[src/rtl/mix_columns_all.sv]
// ---------------------------------------------------------------------------
// mix_columns_all
//   Registered AES MixColumns / InvMixColumns over a full 128-bit state.
//   All four columns are transformed in parallel by identical combinational
//   logic, and the result is captured in a single output register.
//   Latency is one clock and throughput is one state per clock.
//
// Ports
//   clk      in   1    rising-edge clock
//   reset    in   1    asynchronous, active-high reset; clears mixOut to 0
//   mixIn    in   128  input state, column-major (mixIn[127:120] = s(0,0))
//   inverse  in   1    0 = MixColumns, 1 = InvMixColumns, sampled with mixIn
//   mixOut   out  128  transformed state, registered, same byte layout
// ---------------------------------------------------------------------------
module mix_columns_all (
  input  logic         clk,
  input  logic         reset,
  input  logic [127:0] mixIn,
  input  logic         inverse,
  output logic [127:0] mixOut
);

  // Multiply by x in GF(2^8), reducing by x^8+x^4+x^3+x+1.
  function automatic logic [7:0] xt(input logic [7:0] x);
    return {x[6:0], 1'b0} ^ (x[7] ? 8'h1b : 8'h00);
  endfunction

  function automatic logic [7:0] mul3(input logic [7:0] x);
    return xt(x) ^ x;
  endfunction

  function automatic logic [7:0] mul9(input logic [7:0] x);
    return x ^ xt(xt(xt(x)));
  endfunction

  function automatic logic [7:0] mul11(input logic [7:0] x);
    return mul9(x) ^ xt(x);
  endfunction

  function automatic logic [7:0] mul13(input logic [7:0] x);
    return mul9(x) ^ xt(xt(x));
  endfunction

  function automatic logic [7:0] mul14(input logic [7:0] x);
    return xt(x) ^ xt(xt(x)) ^ xt(xt(xt(x)));
  endfunction

  // Transform one 32-bit column; the MSB byte is row 0.
  function automatic logic [31:0] mix_col(input logic [31:0] col,
                                          input logic        inv);
    logic [7:0] a0, a1, a2, a3;
    logic [7:0] b0, b1, b2, b3;
    {a0, a1, a2, a3} = col;
    if (!inv) begin
      b0 = xt(a0) ^ mul3(a1) ^ a2       ^ a3;
      b1 = a0     ^ xt(a1)   ^ mul3(a2) ^ a3;
      b2 = a0     ^ a1       ^ xt(a2)   ^ mul3(a3);
      b3 = mul3(a0) ^ a1     ^ a2       ^ xt(a3);
    end else begin
      b0 = mul14(a0) ^ mul11(a1) ^ mul13(a2) ^ mul9(a3);
      b1 = mul9(a0)  ^ mul14(a1) ^ mul11(a2) ^ mul13(a3);
      b2 = mul13(a0) ^ mul9(a1)  ^ mul14(a2) ^ mul11(a3);
      b3 = mul11(a0) ^ mul13(a1) ^ mul9(a2)  ^ mul14(a3);
    end
    return {b0, b1, b2, b3};
  endfunction

  logic [127:0] mix_d;
  logic [127:0] mix_q;

  // NOTE: every bit of mix_d is assigned on every pass (default first, then
  // the per-column loop), so no latch can be inferred.
  always_comb begin
    mix_d = '0;
    for (int c = 0; c < 4; c++) begin
      mix_d[32*c +: 32] = mix_col(mixIn[32*c +: 32], inverse);
    end
  end

  // NOTE: non-blocking assignment for registered state so every flop samples
  // its input on the same edge, independent of statement order.
  always_ff @(posedge clk or posedge reset) begin
    if (reset) begin
      mix_q <= '0;
    end else begin
      mix_q <= mix_d;
    end
  end

  assign mixOut = mix_q;

endmodule

[config.mk]
export PLATFORM = sky130hd
export DESIGN_NAME = mix_columns_all
export DESIGN_NICKNAME = d
export VERILOG_FILES = /design/src/rtl/mix_columns_all.sv
export SDC_FILE = /design/constraint.sdc
export NUM_CORES = 1
export LEC_CHECK = 0
export CAP_MARGIN = 0
export CORE_ASPECT_RATIO = 0.8
export CORE_MARGIN = 2
export CORE_UTILIZATION = 25
export CTS_CLUSTER_SIZE = 14
export DETAILED_ROUTE_END_ITERATION = 6
export PLACE_DENSITY_LB_ADDON = 0.08
export SETUP_SLACK_MARGIN = 0.15
export SYNTH_ARGS = -nofsm -noshare
export SYNTH_HDL_FRONTEND = slang
export SYNTH_SLANG_ARGS = --single-unit
[constraint.sdc]
create_clock -name clk -period 4.6 [get_ports clk]
set_input_delay 0.46 -clock clk [delete_from_list [all_inputs] [get_ports clk]]
set_output_delay 0.46 -clock clk [all_outputs]
set_load 0.02 [all_outputs]
[After elaboration in Yosys (flattened, before gate mapping)]
Cells that the tools add are included.
Widths: inputs -> output; s select.
Storage, ports and cells
  register bits: 128
  input port bits: 131
Cells by class
  muxes and demuxes: 64
  bitwise operators: 240
Operators by type and width (number)
  $xor 8x8->8: 208
  $xor 8x5->8: 32
  $mux 5: 48
  $mux 8: 16

[Depth between registers and ports, before layout]
  depth after elaboration: 12
  gate-level depth with buffers: 8
  gate-level depth less buffers: 7

[Least setup slack after synthesis]
OpenSTA, ideal clock, no wires.
  path kind: input to register
  start point: input mixIn[46]
  end point: register mix_q[36] (netlist: mixOut[36])
  setup time: 0.134 ns
  data arrival time: 2.274 ns
  setup slack: 2.192 ns
  stages on the path: 8
  cells stage by stage: buf_2 > xor2_2 > xnor3_1 > xor2_2 > xnor3_1 > xnor2_1 > a21oi_1 > xnor2_1
On the way
  longest elaborated chain between the ends: 8
RTL lines
  start: declaration: RTL line 18  | input logic [127:0] mixIn,
  $xor 8x5->8: RTL line 25  | return {x[6:0], 1'b0} ^ (x[7] ? 8'h1b : 8'h00);
  $mux 5: RTL line 25
  $xor 8x5->8: RTL line 25
  $xor 8x8->8: RTL line 25
  $xor 8x8->8: RTL line 33  | return x ^ xt(xt(xt(x)));
  $xor 8x8->8 (2 in series): RTL line 63  | b3 = mul11(a0) ^ mul13(a1) ^ mul9(a2) ^ mul14(a3);
  $mux 8: RTL line 54  | if (!inv) begin
  named net mix_d[36]: RTL line 68  | logic [127:0] mix_d;
  end signal: assignment: RTL line 86  | mix_q <= mix_d;
  end: declaration: RTL line 69  | logic [127:0] mix_q;
The timed path passes the listed nets, and every way through them passes these cells.

[Worst setup path in the final report]
  start point: input mixIn[13]
  end point: register mix_q[3] (netlist: mixOut[3])
On the way
  longest elaborated chain between the ends: 8
RTL lines (RTL line)
  $xor 8x5->8 (2 in series): 25
  $mux 5: 25
  $xor 8x5->8: 25
  $xor 8x8->8: 33
  $xor 8x8->8 (2 in series): 63
  $mux 8: 54
  named net mix_d[3]: 68
The timed path passes the listed nets, and every way through them passes these cells.

==> impl_results.md <==
* Status: finished clean
* Clock power share at 16.4%
* Top Ports at 259
* Yosys cell types at 31
* WL final at 47100 µm
* DRT antenna net count at 0
* Ys Warns at 0
* Initial Utilization at 25.4%
* Syn Inst Count at 1460
* Syn nets at 1591
* Setup violators final at 0
* Syn_area_per_cell at 9.67 µm²
* Yosys top cell area share at 44.9%
* Unrepaired setup endpoints after global routing: no
* Die ar. at 58400 µm²
* HPWL Detailed at 37500 µm
* Logic pwr share at 63.5%
* Ys async rst share at 100%
* RePlAce Congestion at 0.813
* Reg power frac at 20.2%
* Vias/cell at 3.99
* Synth area leader: xnor2_1
* Post-CTS sizing at 0
* Sink Count at 128
* Placed cell area at 17300 µm²
* Post-synth EDFFs at 0
* CP max FO at 8
* Synthesized area at 14100 µm²
* Area of the multi-input gates at 10400 µm²
* Die X at 270 µm
* Req. time, crit path at 4960 ps
* Root buf cell: clkbuf_16
* Buffer count from post-CTS setup fixing at 0
* WS Path Type: primary input to flop
* Achievable Freq at 0.333 GHz
* Max FFs per register at 128
* Final #Nets at 1777
* Core area at 55500 µm²
* Final worst-path cycle share at 65.2%
* CP endpoint kind: flop
* Vias at 9600
* Initial antenna violation count at 0
* Fin Setup TNS at 0 ps
* Fillers at 5858
* P_sw at 0.00378 W
* TritonCTS clock tree: built
* Layout cells sized above 1 at 5.18%
* ANT cells at 0
* Power per Cell Area at 509 nW/µm²
* Worst slew pin tran at 935 ps
* Rows at 77
* Max-slew violations at 0
* Wire per inst at 19.5 µm
* Slew margin rel. at 37.2%
* Main synth FF type: dfrtp_1
* Number of global-route vias before repair at 10600
* VDD IR-drop max at 0.000179 V
* Sw Share at 41.4%
* Reg area at 3200 µm²
* DRC Markers at 0
* CTS Buf Count at 17
* Max Root-Sink Buffers at 2
* Hold buffer count at CTS at 0
* Max-cap violations at 0
* Shortest period the worst path allows at 3000 ps
* Leakage at 6.40 nW
* Final Hold Vio Count at 0
* Die H at 217 µm
* GRT Resource Usage Total at 16.5%
* Startpoint Class: primary input
* Area contributors post-synth: xnor2_1 (45%), dfrtp_1 (23%), xor2_1 (16%)
* Yosys reg bits at 128
* GR Overflow Total at 0
* Arrival time at the worst endpoint at 3360 ps
* Iter 0 DRT Violations at 393
* Fin area at 17900 µm²
* Pre-antenna DRT Iters at 5
* First-pass GRT wire length at 70900 µm
* P_int at 0.00534 W
* Hold Path Class: primary input to flop
* Post-synthesis sequential area ratio at 22.7%
* Clock transition at the registers of the reported paths at 60 ps
* Port-buffer cells at 258
* H-tree depth at 4
* Largest net degree at the start of global routing at 84
* Synthesis-to-finish area growth at 27.0%
routing by layer:
| layer | vias up | part of all wire [%] | track usage [%] |
|---|---|---|---|
| met4 | 0 | 1.5 | 4.65 |
| met5 | - | 0 | 0 |
| met2 | 192 | 42 | 24.4 |
| met3 | 33 | 4.5 | 3.93 |
| li1 | 4797 | - | - |
| met1 | 4578 | 52 | 23.6 |
power by group through the flow:
stage / Combinational [W] / Sequential, W / Clock (W)
3_3_place_gp: 0.00588 / 0.00188 / 0
4_1_cts: 0.00589 / 0.00185 / 0.00158
3_5_place_dp: 0.00585 / 0.00187 / 0
5_1_grt: 0.00624 / 0.00189 / 0.00161
6_report: 0.00579 / 0.00184 / 0.00149
2_1_floorplan: 0.00314 / 0.00252 / 0
placed cells by master, fill, tap and decap left out, types with 5 or more instances in the layout:
cell / n
clkbuf_16: 17
dfrtp_1: 128
o21ai_0: 32
buf_4: 24
clkinv_4: 5
xnor2_2: 15
mux2i_1: 19
nor2_1: 38
xnor3_1: 14
nand2_1: 58
xor2_1: 256
xor2_2: 8
a21oi_1: 35
clkdlybuf4s50_1: 257
xnor2_1: 723
synth_stat cells (all sizes together) (2+ instances only):
cell	count
nor2	38
a21oi	35
xnor2	741
buf	54
mux2i	19
clkbuf	61
dfrtp	128
nand2	58
inv	3
o21ai	32
xor3	2
xnor3	15
xor2	264
metrics by stage:
stage                     hold slack [ps]  utilization, %  std cells  setup WS (ps)  power (W)
after floorplan                       551               -       1460            727    0.00566
after global placement                947            31.2       2377           1050    0.00777
after detailed placement              950            31.2       2377           1080    0.00772
after CTS                             399            32.3       2409           1620    0.00932
after global routing                  436            32.3       2409           1410    0.00974
final                                 425            32.3       2409           1600    0.00912
critical path: stages:
cell and delay, ps:
clkdlybuf4s50_1 800, xnor3_1 600, xor2_2 500, xor2_1 260, xor2_1 240, xnor2_1 180
mux2i_1 150, xnor2_1 170
path summary, 6_finish.rpt:
path / start / end / depth (start not counted)
worst min-delay path: inverse / mixOut[0] / 3
worst max-delay path: mixIn[13] / mixOut[3] / 8
max in group asynchronous: reset / mixOut[40] / 3
min in group asynchronous: reset / mixOut[8] / 2
area by class of cell:
type | count | area share, %
clock buffer | 20 | 2.60
clock inverter | 12 | 0.886
inverter | 3 | 0.0907
multi-input combinational | 1214 | 57.9
sequential | 128 | 17.9
tap | 750 | 5.24
timing repair buffer | 282 | 15.4
kinds of logic after synthesis:
logic type,count (synthesis),synth area share [%]
xor+xnor,1022,66.7
compound gates,70,2.54
mux,19,1.35
simple gates,103,2.91
flops,128,22.7
buf+inv,118,3.79
Power figures use the tool's default switching activity.
